[config.mk]
export PLATFORM = sky130hd
export DESIGN_NAME = sipo_deser
export DESIGN_NICKNAME = d
export VERILOG_FILES = /design/src/rtl/sipo_pkg.sv /design/src/rtl/sipo_hold_reg.sv /design/src/rtl/sipo_deser.sv
export SDC_FILE = /design/constraint.sdc
export NUM_CORES = 1
export LEC_CHECK = 0
export CAP_MARGIN = 20
export CORE_UTILIZATION = 48
export CTS_CLUSTER_SIZE = 30
export DETAILED_ROUTE_END_ITERATION = 10
export PLACE_DENSITY = 0.82
export RECOVER_POWER = 50
export SLEW_MARGIN = 5
export SYNTH_ARGS = -nofsm -noshare
export SYNTH_HDL_FRONTEND = slang
export SYNTH_HIERARCHICAL = 1
export SYNTH_SLANG_ARGS = --single-unit
[constraint.sdc]
create_clock -name clk -period 1.9 [get_ports clk]
set_input_delay 0.57 -clock clk [delete_from_list [all_inputs] [get_ports clk]]
set_output_delay 0.57 -clock clk [all_outputs]
set_load 0.03 [all_outputs]
[src/rtl/sipo_pkg.sv]
// Shared types and helpers for the serial-to-parallel receiver.
// Optional parity support is selected by the SIPO_PARITY_EN macro.
package sipo_pkg;

    localparam int unsigned SIPO_MAX_WIDTH = 32;

    typedef enum logic [1:0] {
        IDLE,
        RECV,
        PAR
    } sipo_state_e;

    // Even parity over data plus parity bit: 1 means the group has odd weight.
    function automatic logic even_par(input logic [SIPO_MAX_WIDTH:0] bits);
        return ^bits;
    endfunction

endpackage

[src/rtl/sipo_hold_reg.sv]
// One-entry valid/ready holding register for completed words.
// A word arriving while the entry is full and not draining is dropped and flagged.
module sipo_hold_reg #(
    parameter int unsigned WIDTH = 4
) (
    input  logic             clk,
    input  logic             rst_n,
    input  logic             load,
    input  logic [WIDTH-1:0] load_data,
    input  logic             load_perr,
    input  logic             ready,
    input  logic             ovr_clr,
    output logic [WIDTH-1:0] data,
    output logic             valid,
    output logic             perr,
    output logic             overrun
);

    logic [WIDTH-1:0] data_q, data_d;
    logic             valid_q, valid_d;
    logic             perr_q, perr_d;
    logic             ovr_q, ovr_d;
    logic             can_load;

    // Draining and reloading in the same cycle avoids a bubble.
    assign can_load = !valid_q || ready;

    always_comb begin
        data_d  = data_q;
        valid_d = valid_q;
        perr_d  = perr_q;
        ovr_d   = ovr_q;
        if (ovr_clr) begin
            ovr_d = 1'b0;
        end
        if (load) begin
            if (can_load) begin
                data_d  = load_data;
                valid_d = 1'b1;
                perr_d  = load_perr;
            end else begin
                ovr_d = 1'b1;
            end
        end else if (valid_q && ready) begin
            valid_d = 1'b0;
        end
    end

    always_ff @(posedge clk) begin
        if (!rst_n) begin
            data_q  <= '0;
            valid_q <= 1'b0;
            perr_q  <= 1'b0;
            ovr_q   <= 1'b0;
        end else begin
            data_q  <= data_d;
            valid_q <= valid_d;
            perr_q  <= perr_d;
            ovr_q   <= ovr_d;
        end
    end

    assign data    = data_q;
    assign valid   = valid_q;
    assign perr    = perr_q;
    assign overrun = ovr_q;

endmodule

[src/rtl/sipo_deser.sv]
// LSB-first serial-to-parallel receiver with a 1-entry output holding register.
// Define SIPO_PARITY_EN to expect an even-parity bit after each word.
module sipo_deser
    import sipo_pkg::*;
#(
    parameter int unsigned WIDTH = 4
) (
    input  logic             clk,
    input  logic             rst_n,
    input  logic             sin,
    input  logic             sin_valid,
    input  logic             sin_start,
    output logic [WIDTH-1:0] pout,
    output logic             pout_valid,
    input  logic             pout_ready,
    output logic             overrun,
    input  logic             ovr_clr,
    output logic             parity_err
);

    localparam int unsigned CntW = $clog2(WIDTH + 1);

    sipo_state_e      state_q, state_d;
    logic [CntW-1:0]  cnt_q, cnt_d;
    logic [WIDTH-1:0] sr_q, sr_d;
    logic [WIDTH-1:0] bit_mask;
    logic             word_done;
    logic [WIDTH-1:0] word;
    logic             word_perr;

    // Bits are placed by position; the register is cleared on every start bit.
    assign bit_mask = {{(WIDTH-1){1'b0}}, sin} << cnt_q;

`ifdef SIPO_PARITY_EN
    logic [SIPO_MAX_WIDTH:0] par_vec;

    always_comb begin
        par_vec            = '0;
        par_vec[WIDTH:0]   = {sin, sr_q};
    end
`endif

    always_comb begin
        state_d   = state_q;
        cnt_d     = cnt_q;
        sr_d      = sr_q;
        word_done = 1'b0;
        word      = sr_q;
        word_perr = 1'b0;
        if (sin_valid) begin
            if (sin_start) begin
                // Start bit always begins a fresh word, including a resync mid-word.
                state_d = RECV;
                cnt_d   = CntW'(1);
                sr_d    = {{(WIDTH-1){1'b0}}, sin};
            end else begin
                unique case (state_q)
                    RECV: begin
                        sr_d = sr_q | bit_mask;
                        if (cnt_q == CntW'(WIDTH - 1)) begin
`ifdef SIPO_PARITY_EN
                            state_d = PAR;
                            cnt_d   = CntW'(WIDTH);
`else
                            state_d   = IDLE;
                            cnt_d     = '0;
                            word_done = 1'b1;
                            word      = sr_d;
`endif
                        end else begin
                            cnt_d = cnt_q + 1'b1;
                        end
                    end
`ifdef SIPO_PARITY_EN
                    PAR: begin
                        state_d   = IDLE;
                        cnt_d     = '0;
                        word_done = 1'b1;
                        word      = sr_q;
                        word_perr = even_par(par_vec);
                    end
`endif
                    default: ;
                endcase
            end
        end
    end

    always_ff @(posedge clk) begin
        if (!rst_n) begin
            state_q <= IDLE;
            cnt_q   <= '0;
            sr_q    <= '0;
        end else begin
            state_q <= state_d;
            cnt_q   <= cnt_d;
            sr_q    <= sr_d;
        end
    end

    sipo_hold_reg #(
        .WIDTH (WIDTH)
    ) u_hold (
        .clk       (clk),
        .rst_n     (rst_n),
        .load      (word_done),
        .load_data (word),
        .load_perr (word_perr),
        .ready     (pout_ready),
        .ovr_clr   (ovr_clr),
        .data      (pout),
        .valid     (pout_valid),
        .perr      (parity_err),
        .overrun   (overrun)
    );

endmodule

Yosys cells after proc, flatten, opt, wreduce, memory -nomap -nowiden --
Cells that the tools add are included.
Cells by class: multiply operators 0, add/sub/neg operators 1, divide/modulo/power cells 0, equal/unequal tests 3, $lt $le $gt $ge 0, muxes and demuxes 22, reductions and logical operators 10, bitwise operators 1, shifts and indexed selects 1
Operators by type and width (number):
- two-way mux 4 bit | 6
- two-way mux 1 bit | 10
- two-way mux 3 bit | 3
- two-way mux 2 bit | 3
- AND reduction 2 bit | 3
- nonzero test 2 bit | 3
- OR 4 bit | 1
- left shift 1 x 3 -> 4 bit | 1
- adder 3 x 1 -> 3 bit, second input constant | 1
- == test 3 x 2 -> 1 bit, second input constant | 1
- AND reduction 3 bit | 1
- == test 2 x 1 -> 1 bit, second input constant | 1
- != test 2 bit, second input constant | 1
- logical AND 1 bit | 1
- logical NOT 1 bit | 1
- logical OR 1 bit | 1
Word-level totals: bits of input ports 7, register bits 15, ROM bits 0, latch bits 0, bits in writable memories 0, output and inout port bits 7, word-level logic and storage cells 44, memories kept 0

Longest topological paths before layout --
word-level depth 7, mapped depth 7, depth with buffers taken out 7

Cells and area by module --
The synthesis kept the hierarchy.
By module, submodules not included:
- sipo_deser | cells each 46, times used 1, sequential area each 160.2 um^2, area an instance 397.9 um^2
- sipo_hold_reg | cells each 30, times used 1, sequential area each 140.1 um^2, area an instance 291.5 um^2

Worst setup path before layout --
OpenSTA, ideal clock, no wires.
path kind input-to-reg, start point input sin_valid, end point register u_hold.data_q[0] (netlist: u_hold/data[0]), setup slack 0.330 ns, arrival 1.498 ns, required time 1.828 ns, buffers on the path 1, setup time 0.072 ns, stages 6, path through nand3_1 -> or3_1 -> inv_2 -> nor2b_2 -> buf_6 -> mux2i_1
On the way: word-level cells in the longest chain between the ends 2, elaborated cells on any way between the ends 3, classes of those cells 2 x mux; 1 x reduce/logical
Ends and longest elaborated chain:
- from (decl) | line sipo_deser.sv:11 | input logic sin_valid,
- two-way mux 1 bit | line sipo_deser.sv:50 | if (sin_valid) begin
- named net word_done | line sipo_deser.sv:27 | logic word_done;
- AND reduction 2 bit (no line)
- to (signal assigned) | line sipo_hold_reg.sv:56 | data_q <= data_d;
- to (decl) | line sipo_hold_reg.sv:19 | logic [WIDTH-1:0] data_q, data_d;
The timed path passes the listed nets, and every way through them passes these cells. A chain may end at the register's enable or synchronous reset.

Final worst setup path --
start point register u_hold.data_q[1] (netlist: u_hold/data[1]), end point output pout[1]
RTL lines:
- to (decl) | line sipo_deser.sv:13 | output logic [WIDTH-1:0] pout,
No word-level cell between the ends.

==> results.ini <==
[setup_path]
critPathMaxStageDelay_ns=0.67
crit_family=buffers and inverters
cp.arrival_ns=1.30
reg2reg_slack_ns=0.25
worstSetupStartpointType=register
slowest_stage=clkdlybuf4s50_1
path_cells=clkdlybuf4s50_1
crit_buf_inv=1
reg2regPathDepth=7
cp_max_fo=2
worstReg2RegEnd=u_hold/data[1]
timing_worst_setup_path_type=reg -> out
rr_startpoint=cnt_q[0]
cp.required_ns=1.33
cp-end-kind=primary output

[clock_tree]
cts_tree=done
clkLatencyLatePin_ns=0.28
root_buffer=clkbuf_4
cts_buffers=3
clockBufferDepth=2
cts_max_level=1
clk_pin_slew_worst_paths_ns=0.09
numClockSinks=15
cts_hold_buf=0

[grt]
grt.overflow.total=0
grt_max_degree=14
grtUsageTotal_pct=19.95
grt_pass1_vias=542
grt_pass1_wl_um=2076
antenna_found_initial=0

[route]
post_drt_wl_per_cell_um=11.18
vias=607
drt_iter0_markers=18
wl_um=1286
first_pass_iters=4
antenna_left=0
viasPerCell=5.278
drc=0

[floorplan]
rows=13
dieArea_sq_um=1592
start_util_pct=52.33
dieWidth_um=39.90
ios=14
core_sq_um=1318
die_h_um=39.90

[sta]
timing.fmax_ghz=0.5349
finalCritPeriodShare_pct=98.40
rsz0062_at_grt=false
maxSlewViolCount=0
worst_slack_ns=0.03049
setup_viol=0
skew_ns=0.004825
min_period_ns=1.870
hold_viol=0

[place]
dpl_worst_slack_ns=-0.1855
io_buffers=13
dpl.hpwl_um=972.2
gp_congestion=0.7452
placedCellCount=111

[worst_hold_path]
min_from=sr_q[1]
min_path_cells=1
hold_end=sr_q[1]
hp-class=reg -> reg

[logic_synthesis]
syn_nets=84
ys_ff_latch=15
syn_area_sq_um=689.4
ys_warn_count=6
ys_types=28
ys_seq_area_share_pct=43.56
netlist_instances=76
syn_area_per_cell_sq_um=9.071

[pwr]
p_leak_uw=0.0003382
power_density_nw_per_um2=628.0
p_int_uw=432.9
ir_drop_mv=0.3694
swShare_pct=23.27
p_sw_uw=131.3
clockPowerShare_pct=32.1
power.total_uw=564.1
sequentialPowerShare_pct=57.9
p_comb_share_pct=10.0

[finish]
final_cells=115
drive_above_1_share_pct=16.00
syn_to_final_growth_pct=30.31
n_antenna_cell=0
nets=109

[outcome]
status=complete, no violations

[run]
cap_viol_max_count=0

final cells by class:
type                            count  area (sq um)
Clock buffer                        4         26.28
Fill cell                         106         419.2
Inverter                            2         7.507
Multi-Input combinational cell     57         370.4
Sequential cell                    15         300.3
Tap cell                           15         18.77
Timing Repair Buffer               22         175.2
kinds of logic (layout without fill, tap and decap cells):
logic type               count (synthesis)  after routing  share of synthesized area (%)
AO/OA/AOI/OAI                           18             18                          17.42
adder cells (fa/ha/maj)                  1              1                          1.815
buffers and inverters                    4             28                          3.446
flip-flops                              15             15                          43.56
multiplexers                             5              5                          7.260
other                                    1              1                         0.5439
AND/OR/NAND/NOR                         32             32                          25.95
layout by cell type, fill, tap and decap left out, drive strengths merged:
cell type / Yosys / routed
dfxtp: 15 / 15
nand2: 14 / 14
clkdlybuf4s50: 0 / 10
nor3b: 1 / 1
clkbuf: 0 / 9
or3: 2 / 2
or3b: 1 / 1
conb: 1 / 1
a21o: 1 / 1
o21ai: 2 / 2
and3: 1 / 1
a21bo: 1 / 1
mux2i: 5 / 5
a31oi: 1 / 1
nand3: 2 / 2
o21a: 4 / 4
buf: 2 / 7
or4b: 1 / 1
o21bai: 3 / 3
nor2b: 5 / 5
a21oi: 6 / 6
nor3: 3 / 3
ha: 1 / 1
inv: 2 / 2
nand3b: 2 / 2
power groups by stage:
| stage | logic (uW) | clock network [uW] | registers [uW] |
|---|---|---|---|
| 2_1_floorplan | 25.5 | 0 | 332 |
| 3_3_place_gp | 57.7 | 0 | 334 |
| 3_5_place_dp | 58.1 | 0 | 334 |
| 4_1_cts | 58.5 | 186 | 327 |
| 5_1_grt | 62.1 | 199 | 328 |
| 6_report | 56.6 | 181 | 327 |
registers in the layout, indices dropped and copies added, names as in the netlist:
register,flops
sr_q,4
u_hold/data,4
cnt_q,3
state_q,1
u_hold/overrun,1
u_hold/perr,1
u_hold/valid,1
cells in the mapped netlist:
library cell / count / area (sq um)
dfxtp_1: 15 / 300.3
nand2_1: 14 / 52.55
a21oi_1: 6 / 30.03
mux2i_1: 5 / 50.05
o21a_1: 4 / 30.03
nor2b_1: 3 / 18.77
nor3_1: 3 / 15.01
o21bai_1: 3 / 22.52
nand3_1: 2 / 10.01
nand3b_1: 2 / 15.01
or3_1: 2 / 12.51
a21bo_2: 1 / 10.01
a21o_1: 1 / 7.510
a31oi_1: 1 / 6.260
and3_1: 1 / 6.260
buf_2: 1 / 5.000
buf_6: 1 / 11.26
conb_1: 1 / 3.750
ha_1: 1 / 12.51
inv_1: 1 / 3.750
inv_2: 1 / 3.750
nor2b_2: 1 / 8.760
nor2b_4: 1 / 13.76
nor3b_1: 1 / 7.510
o21ai_0: 1 / 5.000
o21ai_2: 1 / 8.760
or3b_1: 1 / 8.760
or4b_1: 1 / 10.01
stage by stage:
stage	util, %	area [sq um]	TNS [ns]	hold slack, ns
floorplan	-	689.4	0	0.4349
global placement	67.52	889.6	-0.6963	0.4458
finish	68.19	898.4	0	0.4647
global route	68.19	898.4	0	0.4871
detailed placement	67.52	889.6	-0.8717	0.4512
CTS	69.52	915.9	0	0.4705
how the worst max path moves through the flow:
stage | start | to | slack [ns] | depth (start not counted)
finish | u_hold/data[1] | pout[1] | 0.03 | 1
global route | sin_valid | u_hold/data[1] | 0.005 | 7
CTS | u_hold/data[1] | pout[1] | 0.02 | 1
detailed placement | sin_valid | u_hold/data[1] | -0.19 | 7
global placement | sin_valid | u_hold/data[1] | -0.16 | 7
floorplan | sin_valid | u_hold/data[0] | 0.33 | 6
timing repair:
item	in CTS	in global routing
buffers inserted	0	0
resized for setup	0	5
endpoints found under the setup margin	0	4
per-layer routing:
| layer | global-route usage (%) | vias to the layer above | wire (um) |
|---|---|---|---|
| li1 | - | 312 | - |
| met1 | 23.61 | 277 | 606 |
| met2 | 32.66 | 16 | 607 |
| met3 | 3.409 | 2 | 59 |
| met4 | 12.93 | 0 | 12 |
| met5 | 0 | - | 0 |
No activity file was read; power rests on OpenSTA's default activity.
